[src/rtl/bcd_to_bin_seq.sv]
// Sequential 4-digit BCD to binary converter (reverse double dabble).
// Optional minus sign on the thousands digit: define BCD_SIGN_EN.
module bcd_to_bin_seq #(
   parameter int OUT_W = 14
) (
   input  logic             clk,
   input  logic             rst_n,
   input  logic             start,
   input  logic [3:0]       thou,
   input  logic [3:0]       hund,
   input  logic [3:0]       tens,
   input  logic [3:0]       ones,
   output logic             busy,
   output logic             done,
   output logic             err,
   output logic             neg,
   output logic [OUT_W-1:0] bin_out
);

   localparam int SR_W  = OUT_W + 16;
   localparam int CNT_W = $clog2(OUT_W + 1);

   typedef enum logic [1:0] {
      IDLE,
      CONV,
      FAIL
   } state_t;

   state_t           state;
   logic [SR_W-1:0]  sr;
   logic [SR_W-1:0]  sr_nxt;
   logic [CNT_W-1:0] cnt;
   logic             sgn_q;

   logic             sign_in;
   logic             dig_bad;
   logic [3:0]       thou_ld;
   logic [OUT_W-1:0] mag;
   logic             neg_res;
   logic [OUT_W-1:0] res;

   always_comb begin
`ifdef BCD_SIGN_EN
      sign_in = (thou == 4'hA);
`else
      sign_in = 1'b0;
`endif
      dig_bad = (!sign_in && (thou > 4'd9)) ||
                (hund > 4'd9) ||
                (tens > 4'd9) ||
                (ones > 4'd9);
      thou_ld = sign_in ? 4'h0 : thou;
   end

   // One iteration: shift right, then pull each digit >= 8 back by 3
   always_comb begin
      sr_nxt = sr >> 1;
      for (int i = 0; i < 4; i++) begin
         if (sr_nxt[OUT_W+4*i +: 4] >= 4'd8)
            sr_nxt[OUT_W+4*i +: 4] = sr_nxt[OUT_W+4*i +: 4] - 4'd3;
      end
   end

   always_comb begin
      mag     = sr_nxt[OUT_W-1:0];
      neg_res = sgn_q && (mag != '0);
      res     = neg_res ? (~mag + 1'b1) : mag;
   end

   always_ff @(posedge clk or negedge rst_n) begin
      if (!rst_n) begin
         state   <= IDLE;
         sr      <= '0;
         cnt     <= '0;
         sgn_q   <= 1'b0;
         busy    <= 1'b0;
         done    <= 1'b0;
         err     <= 1'b0;
         neg     <= 1'b0;
         bin_out <= '0;
      end else begin
         done <= 1'b0;
         unique case (state)
            IDLE: begin
               if (start) begin
                  if (dig_bad) begin
                     state <= FAIL;
                  end else begin
                     sr    <= {thou_ld, hund, tens, ones, {OUT_W{1'b0}}};
                     cnt   <= '0;
                     sgn_q <= sign_in;
                     busy  <= 1'b1;
                     err   <= 1'b0;
                     state <= CONV;
                  end
               end
            end
            CONV: begin
               sr  <= sr_nxt;
               cnt <= cnt + CNT_W'(1);
               if (cnt == CNT_W'(OUT_W - 1)) begin
                  bin_out <= res;
                  neg     <= neg_res;
                  done    <= 1'b1;
                  busy    <= 1'b0;
                  state   <= IDLE;
               end
            end
            FAIL: begin
               err   <= 1'b1;
               done  <= 1'b1;
               state <= IDLE;
            end
            default: state <= IDLE;
         endcase
      end
   end

endmodule

[config.mk]
export PLATFORM = sky130hd
export DESIGN_NAME = bcd_to_bin_seq
export DESIGN_NICKNAME = d
export VERILOG_FILES = /design/src/rtl/bcd_to_bin_seq.sv
export SDC_FILE = /design/constraint.sdc
export NUM_CORES = 1
export LEC_CHECK = 0
export ABC_AREA = 1
export CAP_MARGIN = 20
export CORE_ASPECT_RATIO = 1.5
export CORE_MARGIN = 2
export CORE_UTILIZATION = 50
export DETAILED_ROUTE_END_ITERATION = 12
export GPL_TIMING_DRIVEN = 1
export PLACE_DENSITY = 0.82
export SYNTH_ARGS = -nofsm -noshare
export SYNTH_HDL_FRONTEND = slang
export SYNTH_SLANG_ARGS = --single-unit
[constraint.sdc]
create_clock -name clk -period 1.7 [get_ports clk]
set_input_delay 0.255 -clock clk [delete_from_list [all_inputs] [get_ports clk]]
set_output_delay 0.255 -clock clk [all_outputs]
set_load 0.01 [all_outputs]
# Word-level counts from Yosys, hierarchy flattened
# Index checks and enable logic that the tools add are counted.
[totals]
n_memories = 0
latchBits = 0
inputBits = 19
ff_bits = 53
mem_bits_rw = 0
romBits = 0
[classes]
muxes = 23
eq_ne = 6
reduce_logical = 11
bitwise_logic = 0
addsub = 5
n_lt_le_gt_ge = 8
mul = 0
div_mod_pow = 0
shift = 0
[ops]
columns = ["op", "n"]
rows = [
  ["$mux W30", 2],
  ["$pmux W30 S2", 1],
  ["$mux W4", 6],
  ["$gt A4 B4 Y1 const B", 4],
  ["$ge A4 B4 Y1 const B", 3],
  ["$sub A4 B2 Y4 const B", 3],
  ["$pmux W4 S2", 1],
  ["$mux W1", 6],
  ["$mux W2", 3],
  ["$ne A2 B2 Y1 const B", 3],
  ["$pmux W1 S2", 3],
  ["$reduce_and A3 Y1", 2],
  ["$add A4 B1 Y4 const B", 1],
  ["$eq A4 B4 Y1 const B", 1],
  ["$ge A3 B4 Y1 const B", 1],
  ["$pmux W2 S2", 1],
  ["$reduce_and A2 Y1", 2],
  ["$reduce_and A4 Y1", 1],
  ["$reduce_bool A2 Y1", 2],
  ["$sub A3 B2 Y4 const B", 1],
  ["$logic_or A1 B1 Y1", 3],
  ["$eq A2 B1 Y1 const B", 1],
  ["$eq A2 B2 Y1 const B", 1],
  ["$logic_not A2 Y1", 1],
]

# Logic depth before layout (Yosys ltp)
[logic_depth]
ltp_word = 7
ltp_mapped = 9
mapped_depth_nobuf = 8

# Least setup slack after synthesis
# No wires, ideal clock.
[synth_path]
kind = "register to register"
startpoint = "register state[0]"
endpoint = "register sr[18]"
arrival_ps = 1411
stages_incl_launch_ff = 10
required_ps = 1577
slack_ps = 166
path_cell_list = "dfrtp_1 -> inv_1 -> ha_1 -> inv_1 -> nor2_4 -> a21oi_4 -> nand2_4 -> buf_6 -> nand2_1 -> o21ai_2"
[synth_via]
elab_chain_len = 3
elab_cells_between_ends = 7
classes_between = "eq/ne: 3; mux: 1; reduce/logical: 3"
[synth_rtl]
columns = ["element", "line", "rtl"]
rows = [
  ["start: declaration", "29", "state_t state;"],
  ["start signal: assignment", "72", "state <= IDLE;"],
  ["start signal: assignment", "87", "state <= FAIL;"],
  ["start signal: assignment", "94", "state <= CONV;"],
  ["$eq A2 B1 Y1 or $logic_not A2 Y1 (tied branches)", "83", "unique case (state)"],
  ["$reduce_bool A2 Y1 (no source line) or $ne A2 B2 Y1 (tied branches)", "n/a", ""],
  ["$reduce_and A3 Y1 (no source line)", "n/a", ""],
  ["end signal: assignment", "89", "sr <= {thou_ld, hund, tens, ones, {OUT_W{1'b0}}};"],
  ["end signal: assignment", "99", "sr <= sr_nxt;"],
  ["end: declaration", "30", "logic [SR_W-1:0] sr;"],
]
# Parallel ways exist; a longest one is shown, timed or not.
# A chain may end at the register's enable or synchronous reset.

# Worst setup path after layout
[layout_path]
startpoint = "register state[1]"
endpoint = "register sr[21]"
# The elaborated chain is that of the path after synthesis.

==> flow_summary.json <==
{
  "synth_nets": 314,
  "use_met1_pct": 22.4,
  "diodes": 0,
  "path_clk_slew_ns": 0.09,
  "wl_um": 5190,
  "period_share_pct": 93.6,
  "worstHoldPathType": "in -> async",
  "yosys-top-cells-count": "dfrtp_1 (52), nand2_1 (47), o21ai_2 (30)",
  "p_per_area_nw_per_um2": 1280,
  "utilization_pct": 63.2,
  "power_frac_seq_pct": 39.6,
  "r2r_cells": 8,
  "insertion_delay_ns": 0.30,
  "post-dp-hpwl_um": 3810,
  "htree_levels": 2,
  "row_count": 33,
  "cts_root_buf": "clkbuf_8",
  "pwr-share-clk_pct": 16.8,
  "tns_ns": 0,
  "netlist.area_leader.share_pct": 46.6,
  "status": "finished clean",
  "worstPathArrival_ns": 1.79,
  "grtUsageTotal_pct": 18.3,
  "wire_per_inst_um": 12.9,
  "drt_first_pass_iters": 4,
  "async_reset_ff_share_pct": 100,
  "cts_buffers": 5,
  "p_sw_share_pct": 39.3,
  "synth_cell_type_count": 27,
  "seq_area_frac_synth_pct": 46.6,
  "grt_pass1_wl_um": 8750,
  "cp_max_fo": 17,
  "yosys_warnings": 0,
  "synth_most_common_cell": "dfrtp_1",
  "finalMaxSlewViolations": 0,
  "crit_type": "reg -> reg",
  "place_congestion": 0.833,
  "crit_required_ns": 1.90,
  "die_y_um": 95.5,
  "cp_slowest_stage_delay_ns": 0.41,
  "ant_nets": 0,
  "n_fill_cell": 435,
  "port_buffers": 35,
  "use_met3_pct": 2.95,
  "setup_violations": 0,
  "timing.fmax_mhz": 628,
  "switching_power_mw": 1.71,
  "drive_gt1_share_pct": 32.0,
  "die_area_um2": 6210,
  "cts_setup_buffers": 0,
  "cts_sinks": 52,
  "crit_path_start_kind": "register",
  "cts_buffer_depth": 2,
  "power_mw": 4.36,
  "antenna_found_initial": 0,
  "area_delta_synth_final_pct": 22.4,
  "slowest_stage": "dfrtp_1",
  "core_area_um2": 5410,
  "busiest_layer": "met2",
  "cts_tree": "done",
  "rr_startpoint": "state[1]$_DFFE_PN0P_",
  "r2r-end": "sr[21]$_DFFE_PN0P_",
  "synth_top_area_cell": "dfrtp_1",
  "synth_enable_flop_cells": 0,
  "worst_clock_skew_ns": 0.00440,
  "power.static_leakage_nw": 1.60,
  "grt_max_degree": 37,
  "regToRegSetupSlack_ns": 0.11,
  "vias": 2053,
  "hold_violations": 0,
  "avgSynthCellArea_um2": 9.83,
  "num_io_pins": 37,
  "critical_path.top_delay_family": "flip-flops",
  "grt-ovfl-total": 0,
  "synth.area.top_cells": "dfrtp_1 (47%), o21ai_2 (9.4%), nand2_1 (6.3%)",
  "drv_cap": 0,
  "ir_worst_vdd_uv": 856,
  "via_per_inst": 5.12,
  "ys.flop_type": "dfrtp_1",
  "synthCells": 284,
  "met2_usage_pct": 32.2,
  "ys_ff_latch": 52,
  "start_util_pct": 51.6,
  "path_buf_inv": 3,
  "p_comb_share_pct": 43.6,
  "cp-end-kind": "register",
  "period_needed_ns": 1.59,
  "grt_pass1_vias": 1927,
  "fin_nets": 360,
  "drt_iter0_drc": 110,
  "grt_setup_unrepaired": "no",
  "intPower_mw": 2.65,
  "hold_ws_ns": 0.406,
  "synth_area_um2": 2790,
  "die_x_um": 65.0,
  "path_cells": "inv_1 -> ha_2 -> inv_2 -> a21oi_4 -> nand2_4 -> buf_12 -> nand2_1 -> o21ai_2",
  "drc": 0
}
[cells in the final DEF, fill, tap and decap left out, types with 2 or more instances in the layout]
master / synthesis / final
nand2_1: 47 / 47
clkbuf_8: 0 / 6
or2_2: 7 / 7
nand2_4: 3 / 3
dfrtp_1: 52 / 52
nand2_2: 22 / 22
o21ai_0: 7 / 7
clkinvlp_4: 0 / 2
mux2i_1: 3 / 3
a21oi_1: 12 / 12
inv_1: 19 / 19
nand3_1: 12 / 12
nor3_1: 3 / 3
ha_1: 11 / 10
buf_12: 0 / 6
nor2_1: 19 / 19
clkdlybuf4s50_1: 0 / 34
a22oi_1: 3 / 3
mux2_2: 14 / 14
buf_4: 2 / 10
o21ai_2: 30 / 30
[worst register-to-register path, stage by stage (launching register included)]
cell and delay, ns:
dfrtp_1 0.41, inv_1 0.09, ha_2 0.23, inv_2 0.11, a21oi_4 0.20, nand2_4 0.13, buf_12 0.18, nand2_1 0.08
o21ai_2 0.05
[kinds of logic (layout without fill, tap and decap cells)]
| logic type | after synthesis | count (layout) | synth area share, % |
|---|---|---|---|
| AO/OA/AOI/OAI | 54 | 54 | 14.5 |
| XOR/XNOR | 1 | 1 | 0.314 |
| adder cells (fa/ha/maj) | 11 | 11 | 4.93 |
| buffers and inverters | 33 | 80 | 6.72 |
| flip-flops | 52 | 52 | 46.6 |
| multiplexers | 17 | 17 | 6.72 |
| other | 1 | 1 | 0.134 |
| AND/OR/NAND/NOR | 115 | 115 | 20.1 |
[power groups by stage]
stage | Clock (mW) | Combinational (mW) | Sequential [mW]
3_3_place_gp | 0 | 1.83 | 1.74
3_5_place_dp | 0 | 1.91 | 1.75
5_1_grt | 0.805 | 2.10 | 1.77
2_1_floorplan | 0 | 1.38 | 1.70
6_report | 0.733 | 1.90 | 1.73
4_1_cts | 0.760 | 1.92 | 1.73
[layout make-up]
type | instances | area, um2 | area share [%]
timing repair buffer | 52 | 551 | 16.1
clock buffer | 6 | 82.6 | 2.42
sequential | 52 | 1300 | 38.1
tap | 70 | 87.6 | 2.56
inverter | 20 | 75.1 | 2.20
clock inverter | 2 | 15.0 | 0.439
multi-input combinational | 199 | 1310 | 38.2
[worst max path at each step]
stage	slack, ns	cells after the start	endpoint	startpoint
after floorplan	0.17	9	sr[18]$_DFFE_PN0P_	state[0]$_DFFE_PN0P_
after global placement	-0.09	10	sr[19]$_DFFE_PN0P_	thou[2]
after detailed placement	-0.14	10	sr[21]$_DFFE_PN0P_	hund[1]
after CTS	0.05	8	sr[21]$_DFFE_PN0P_	state[1]$_DFFE_PN0P_
after global routing	0.03	7	sr[17]$_DFFE_PN0P_	state[1]$_DFFE_PN0P_
final	0.11	8	sr[21]$_DFFE_PN0P_	state[1]$_DFFE_PN0P_
[state kept, by name, summed over array words and instances (netlist names)]
signal   count
err          1
sr          29
busy         1
bin_out     14
cnt          4
done         1
state        2
[metal layers]
layer,up-vias,share of wire (%)
met5,-,0
met4,0,2.0
met3,8,3.2
met2,40,52
met1,989,42
li1,1016,-
[timing repair]
item / CTS / global route
resized for setup: 0 / 1
setup endpoints to repair: 0 / 16
hold buffers: 1 / 0
hold endpoints to repair: 16 / 0
[stage by stage]
stage          std cells  area (um2)  setup WS (ns)
6_report             401        3420          0.108
3_3_place_gp         392        3310        -0.0883
5_1_grt              401        3420         0.0277
2_1_floorplan        284        2790          0.166
4_1_cts              401        3410         0.0459
3_5_place_dp         392        3310         -0.138
Power figures use the tool's default switching activity.
